## src/rtl/stopwatch_ctrl.sv

```systemverilog
// Stopwatch sequencing FSM: start/stop, lap freeze, clear and long-press clear,
// plus the centisecond tick divider driven by the 1 kHz timebase.
//   state | meaning
//   IDLE  | cleared, not counting
//   RUN   | counting, display live
//   LAP   | counting, display frozen
//   STOP  | paused, time retained
module stopwatch_ctrl #(
  parameter int TICK_DIV = 10,
  parameter int LONG_MS  = 1000
) (
  input  logic       clk,
  input  logic       rst,
  input  logic       pls_1k,
  input  logic       btn_ss,
  input  logic       btn_lr,
  output logic       run,
  output logic       lap_hold,
  output logic       clr,
  output logic       cs_tick,
  output logic [1:0] state
);

  typedef enum logic [1:0] {
    IDLE = 2'b00,
    RUN  = 2'b01,
    LAP  = 2'b10,
    STOP = 2'b11
  } state_t;

  localparam logic [10:0] LONG_CNT = 11'(LONG_MS);
  localparam logic [10:0] LONG_M1  = 11'(LONG_MS - 1);
  localparam logic [3:0]  TDIV_M1  = 4'(TICK_DIV - 1);

  state_t      st_q, st_nx;
  logic        p0, p1, ss_d, lr_d;
  logic        armed, lr_arm;
  logic [10:0] hold_cnt;
  logic [3:0]  tick_cnt;
  logic        ms_edge, ss_rise, lr_rise;
  logic        hold_inc, long_press;
  logic        clr_nx, run_nx, tick_adv;

  // armed stays low for the first clk after reset so a button already held
  // at release only loads its delay register and never reads as a rise
  assign ms_edge    = p0 & ~p1;
  assign ss_rise    = btn_ss & ~ss_d & armed;
  assign lr_rise    = btn_lr & ~lr_d & armed;
  assign hold_inc   = ms_edge & btn_lr & (lr_arm | lr_rise) & (hold_cnt != LONG_CNT);
  assign long_press = hold_inc & (hold_cnt == LONG_M1);

  always_comb begin
    st_nx  = st_q;
    clr_nx = 1'b0;
    if (long_press) begin
      st_nx  = IDLE;
      clr_nx = ~clr;
    end else if (ss_rise) begin
      case (st_q)
        IDLE:    st_nx = RUN;
        RUN:     st_nx = STOP;
        LAP:     st_nx = STOP;
        default: st_nx = RUN;
      endcase
    end else if (lr_rise) begin
      case (st_q)
        RUN:  st_nx = LAP;
        LAP:  st_nx = RUN;
        STOP: begin
          st_nx  = IDLE;
          clr_nx = 1'b1;
        end
        default: st_nx = st_q;
      endcase
    end
  end

  // no advance in the clk the FSM leaves RUN/LAP
  assign run_nx   = (st_nx == RUN) || (st_nx == LAP);
  assign tick_adv = ms_edge & run & run_nx;

  always_ff @(posedge clk or negedge rst) begin
    if (!rst) begin
      st_q     <= IDLE;
      p0       <= 1'b0;
      p1       <= 1'b0;
      ss_d     <= 1'b0;
      lr_d     <= 1'b0;
      armed    <= 1'b0;
      lr_arm   <= 1'b0;
      hold_cnt <= '0;
      tick_cnt <= '0;
      cs_tick  <= 1'b0;
      clr      <= 1'b0;
    end else begin
      st_q    <= st_nx;
      p0      <= pls_1k;
      p1      <= p0;
      ss_d    <= btn_ss;
      lr_d    <= btn_lr;
      armed   <= 1'b1;
      clr     <= clr_nx;
      cs_tick <= 1'b0;
      if (!btn_lr)      lr_arm <= 1'b0;
      else if (lr_rise) lr_arm <= 1'b1;
      if (!btn_lr)       hold_cnt <= '0;
      else if (hold_inc) hold_cnt <= hold_cnt + 11'd1;
      if (clr_nx) begin
        tick_cnt <= '0;
      end else if (tick_adv) begin
        if (tick_cnt == TDIV_M1) begin
          tick_cnt <= '0;
          cs_tick  <= 1'b1;
        end else begin
          tick_cnt <= tick_cnt + 4'd1;
        end
      end
    end
  end

  assign run      = (st_q == RUN) || (st_q == LAP);
  assign lap_hold = (st_q == LAP);
  assign state    = st_q;

endmodule

```

## config.mk

```make
export PLATFORM = sky130hd
export DESIGN_NAME = stopwatch_ctrl
export DESIGN_NICKNAME = d
export VERILOG_FILES = /design/src/rtl/stopwatch_ctrl.sv
export SDC_FILE = /design/constraint.sdc
export NUM_CORES = 1
export LEC_CHECK = 0
export ABC_AREA = 1
export CELL_PAD_IN_SITES_DETAIL_PLACEMENT = 0
export CELL_PAD_IN_SITES_GLOBAL_PLACEMENT = 1
export CORE_ASPECT_RATIO = 0.5
export CORE_UTILIZATION = 41
export CTS_BUF_LIST = sky130_fd_sc_hd__clkbuf_4 sky130_fd_sc_hd__clkbuf_8
export CTS_CLUSTER_SIZE = 25
export DETAILED_ROUTE_END_ITERATION = 10
export GPL_TIMING_DRIVEN = 1
export PLACE_DENSITY_LB_ADDON = 0.1
export SETUP_SLACK_MARGIN = 0.4
export SYNTH_ARGS = -nofsm -noshare
export SYNTH_HDL_FRONTEND = slang
export SYNTH_SLANG_ARGS = --single-unit
```

## constraint.sdc

```tcl
create_clock -name clk -period 1.6 [get_ports clk]
set_input_delay 0.16 -clock clk [delete_from_list [all_inputs] [get_ports clk]]
set_output_delay 0.16 -clock clk [all_outputs]
set_load 0.02 [all_outputs]
```

==> run_results.csv <==
group,metric,value,unit
global_routing,grt_pass1_vias,1401,
global_routing,grt_first_pass_wirelength,6290,um
worst_setup_path,crit_type,"reg -> reg",
global_routing,grt_start_max_net_pins,26,
placement,dpl_worst_slack,-0.180,ns
worst_setup_path,slowest_delay,0.43,ns
worst_setup_path,cp.arrival,1.86,ns
power,cellInternalPower,1.13,mW
timing,setup_viol,4,
cells_and_area,largest_reg_flops,11,
routing,drt-pass1-iter-count,4,
power,ir_worst_vdd,0.602,mV
routing,num_vias,1349,
cts,cts_root_buffer,"clkbuf_8",
routing,routed_wirelength,3800,um
floorplan,die_w,86.6,um
timing,fin_skew,0.0115,ns
yosys,synthCells,179,
worst_setup_path,startpoint_type,"flop",
timing,clock.fmax,604,MHz
cts,clock_path_buffers,2,
floorplan,core-area,3210,um^2
cells_and_area,final_common_cell,"nand2_1",
yosys,seq_area_frac_synth,0.426,
worst_setup_path,crit_top_cell,"nand2_4",
yosys,yosysWarnings,0,
cells_and_area,final_util,0.689,
run_status,violations,"setup timing",
power,power_frac_comb,0.333,
floorplan,die_y,44.3,um
worst_setup_path,worstRegToRegCells,11,
power,seq_power_share,0.445,
floorplan,dieArea,3840,um^2
cells_and_area,antenna_cells,0,
worst_setup_path,r2r_end,"tick_cnt[2]",
worst_hold_path,hold_path.class,"in -> async",
worst_setup_path,cp_cell_sequence,"ha_4 -> nand2_4 -> nor2_4 -> nand2_2 -> nor2_4 -> nand3_4 -> nand3_4 -> nand2_4 -> nand2_4 -> nand3_1 -> nand2_1",
yosys,ys_types,27,
worst_setup_path,critical-path-slowest-cell,"dfrtp_1",
routing,drcViolationCount,0,
worst_setup_path,path_max_fanout,6,
run_status,status,"finished with violations",
yosys,yosys-top-cells-area,"dfrtp_1 43%, nand2_1 10%, nand3_1 6.8%",
cells_and_area,final_nets,238,
floorplan,rows,14,
timing,period_minus_slack,1.66,ns
timing,rsz0062_at_grt,"true",
power,power.leakage,1.03,nW
placement,gp_congestion,0.795,
placement,place_hpwl,2400,um
timing,finalHoldViolCount,0,
worst_setup_path,r2r_start,"hold_cnt[0]",
timing,fin_ws,-0.0553,ns
cts,cts_num_sinks,25,
cts,clk_pin_slew_worst_paths,0.09,ns
placement,io_buffers,10,
cts,cts_buffers,3,
cts,cts_tree,"built",
routing,postRouteAntennaNets,0,
routing,drt-initial-drc-count,67,
yosys,syn_avg_cell_area,8.20,um^2
cells_and_area,regMostFlops,"hold_cnt",
yosys,syn_area,1470,um^2
routing,vias_per_cell,4.94,
flow_run,drv_cap,0,
routing,post_drt_wl_per_cell,13.9,um
worst_setup_path,cp.required,1.81,ns
power,power_density,777,nW/um^2
placement,placed_cell_area,1810,um^2
cells_and_area,area_growth,50.4,%
global_routing,track_usage,0.220,
timing,min_period_over_period,1.03,
floorplan,initial_utilization,0.458,
cells_and_area,nFillCells,263,
cts,cts_max_level,1,
power,clkPwrFrac,0.222,
power,switching_share,0.343,
yosys,synth.top_cell.area_share,0.426,
cells_and_area,final_cell_mix,"31 x nand2_1, 28 x buf_4, 22 x dfrtp_1",
cells_and_area,design_area,2210,um^2
yosys,yosysTopAreaCell,"dfrtp_1",
yosys,ys_ff_latch,25,
cts,clock_latency,0.27,ns
worst_setup_path,r2r_slack,-0.06,ns
floorplan,ios,11,
timing,tns,-0.168,ns
worst_setup_path,crit_path_end_kind,"flop",
timing,drv_slew,0,
power,switchingPower,0.589,mW
global_routing,antenna_found_initial,0,
cts,postCtsHoldBufs,0,
cells_and_area,drive_above_1_share,0.458,
global_routing,overflow,0,
yosys,synth.net_count,191,
[per-stage QoR]
step | power (mW) | hold slack (ns) | cells
3_3_place_gp | 1.25 | 0.471 | 257
4_1_cts | 1.68 | 0.269 | 270
3_5_place_dp | 1.26 | 0.472 | 257
5_1_grt | 1.81 | 0.305 | 273
2_1_floorplan | 1.07 | -0.136 | 179
6_report | 1.72 | 0.242 | 273
[synthesized netlist by cell type, drive strengths merged]
library cell,count
inv,19
nand2,44
a21oi,7
dfrtp,25
nor2,24
nand4,6
a31oi,1
nand3b,1
o31ai,2
nand3,21
xor2,5
ha,7
nor3,7
nor4,2
o21ai,3
conb,1
buf,3
nor3b,1
[repair_timing]
item                       in CTS  in global routing
cloned                          1                  0
setup endpoints to repair      25                 23
pin swaps                      18                 16
resized for setup              59                 24
setup buffers                   8                  3
[worst max path at each step]
stage / end / startpoint / slack [ns]
after floorplan: tick_cnt[0] / hold_cnt[0] / 0.11
after global placement: tick_cnt[1] / btn_lr / -0.15
after detailed placement: tick_cnt[2] / btn_lr / -0.18
after CTS: tick_cnt[2] / hold_cnt[1] / 0.02
after global routing: tick_cnt[2] / hold_cnt[0] / -0.14
final: tick_cnt[2] / hold_cnt[0] / -0.06
[layout make-up]
cell class	count	area, um^2	share of cell area
Tap cell	48	60.1	0.0272
Clock buffer	3	41.3	0.0187
Inverter	19	73.8	0.0334
Timing Repair Buffer	44	370	0.168
Sequential cell	25	629	0.285
Multi-Input combinational cell	133	1030	0.465
Clock inverter	1	5.00	0.00227
[critical path: cells and delay by family (launching register included)]
family | cells | cell delay (ns)
simple gates | 10 | 1.00
fa+ha+maj | 1 | 0.18
flops | 1 | 0.43
[metal layers]
metal | up-vias | global-route usage | wire length (um)
met3 | 8 | 0.0522 | 149
met2 | 23 | 0.390 | 1780
li1 | 681 | - | -
met1 | 637 | 0.280 | 1810
met5 | - | 0 | 0
met4 | 0 | 0.0533 | 58
[power by group through the flow]
stage          clock (mW)  combinational [mW]  sequential [mW]
2_1_floorplan           0               0.294            0.773
3_3_place_gp            0               0.486            0.768
3_5_place_dp            0               0.493            0.766
4_1_cts             0.387               0.532            0.761
5_1_grt             0.409               0.635            0.770
6_report            0.380               0.572            0.763
[kinds of logic after synthesis]
kind of cell / count (synthesis) / synth area share
other: 1 / 0.00256
buffers and inverters: 22 / 0.0691
AOI/OAI and AO/OA: 13 / 0.0563
and+or+nand+nor: 106 / 0.356
adders and majority gates: 7 / 0.0597
DFF: 25 / 0.426
xor gates and xnor gates: 5 / 0.0298
No activity file was read; power rests on OpenSTA's default activity.
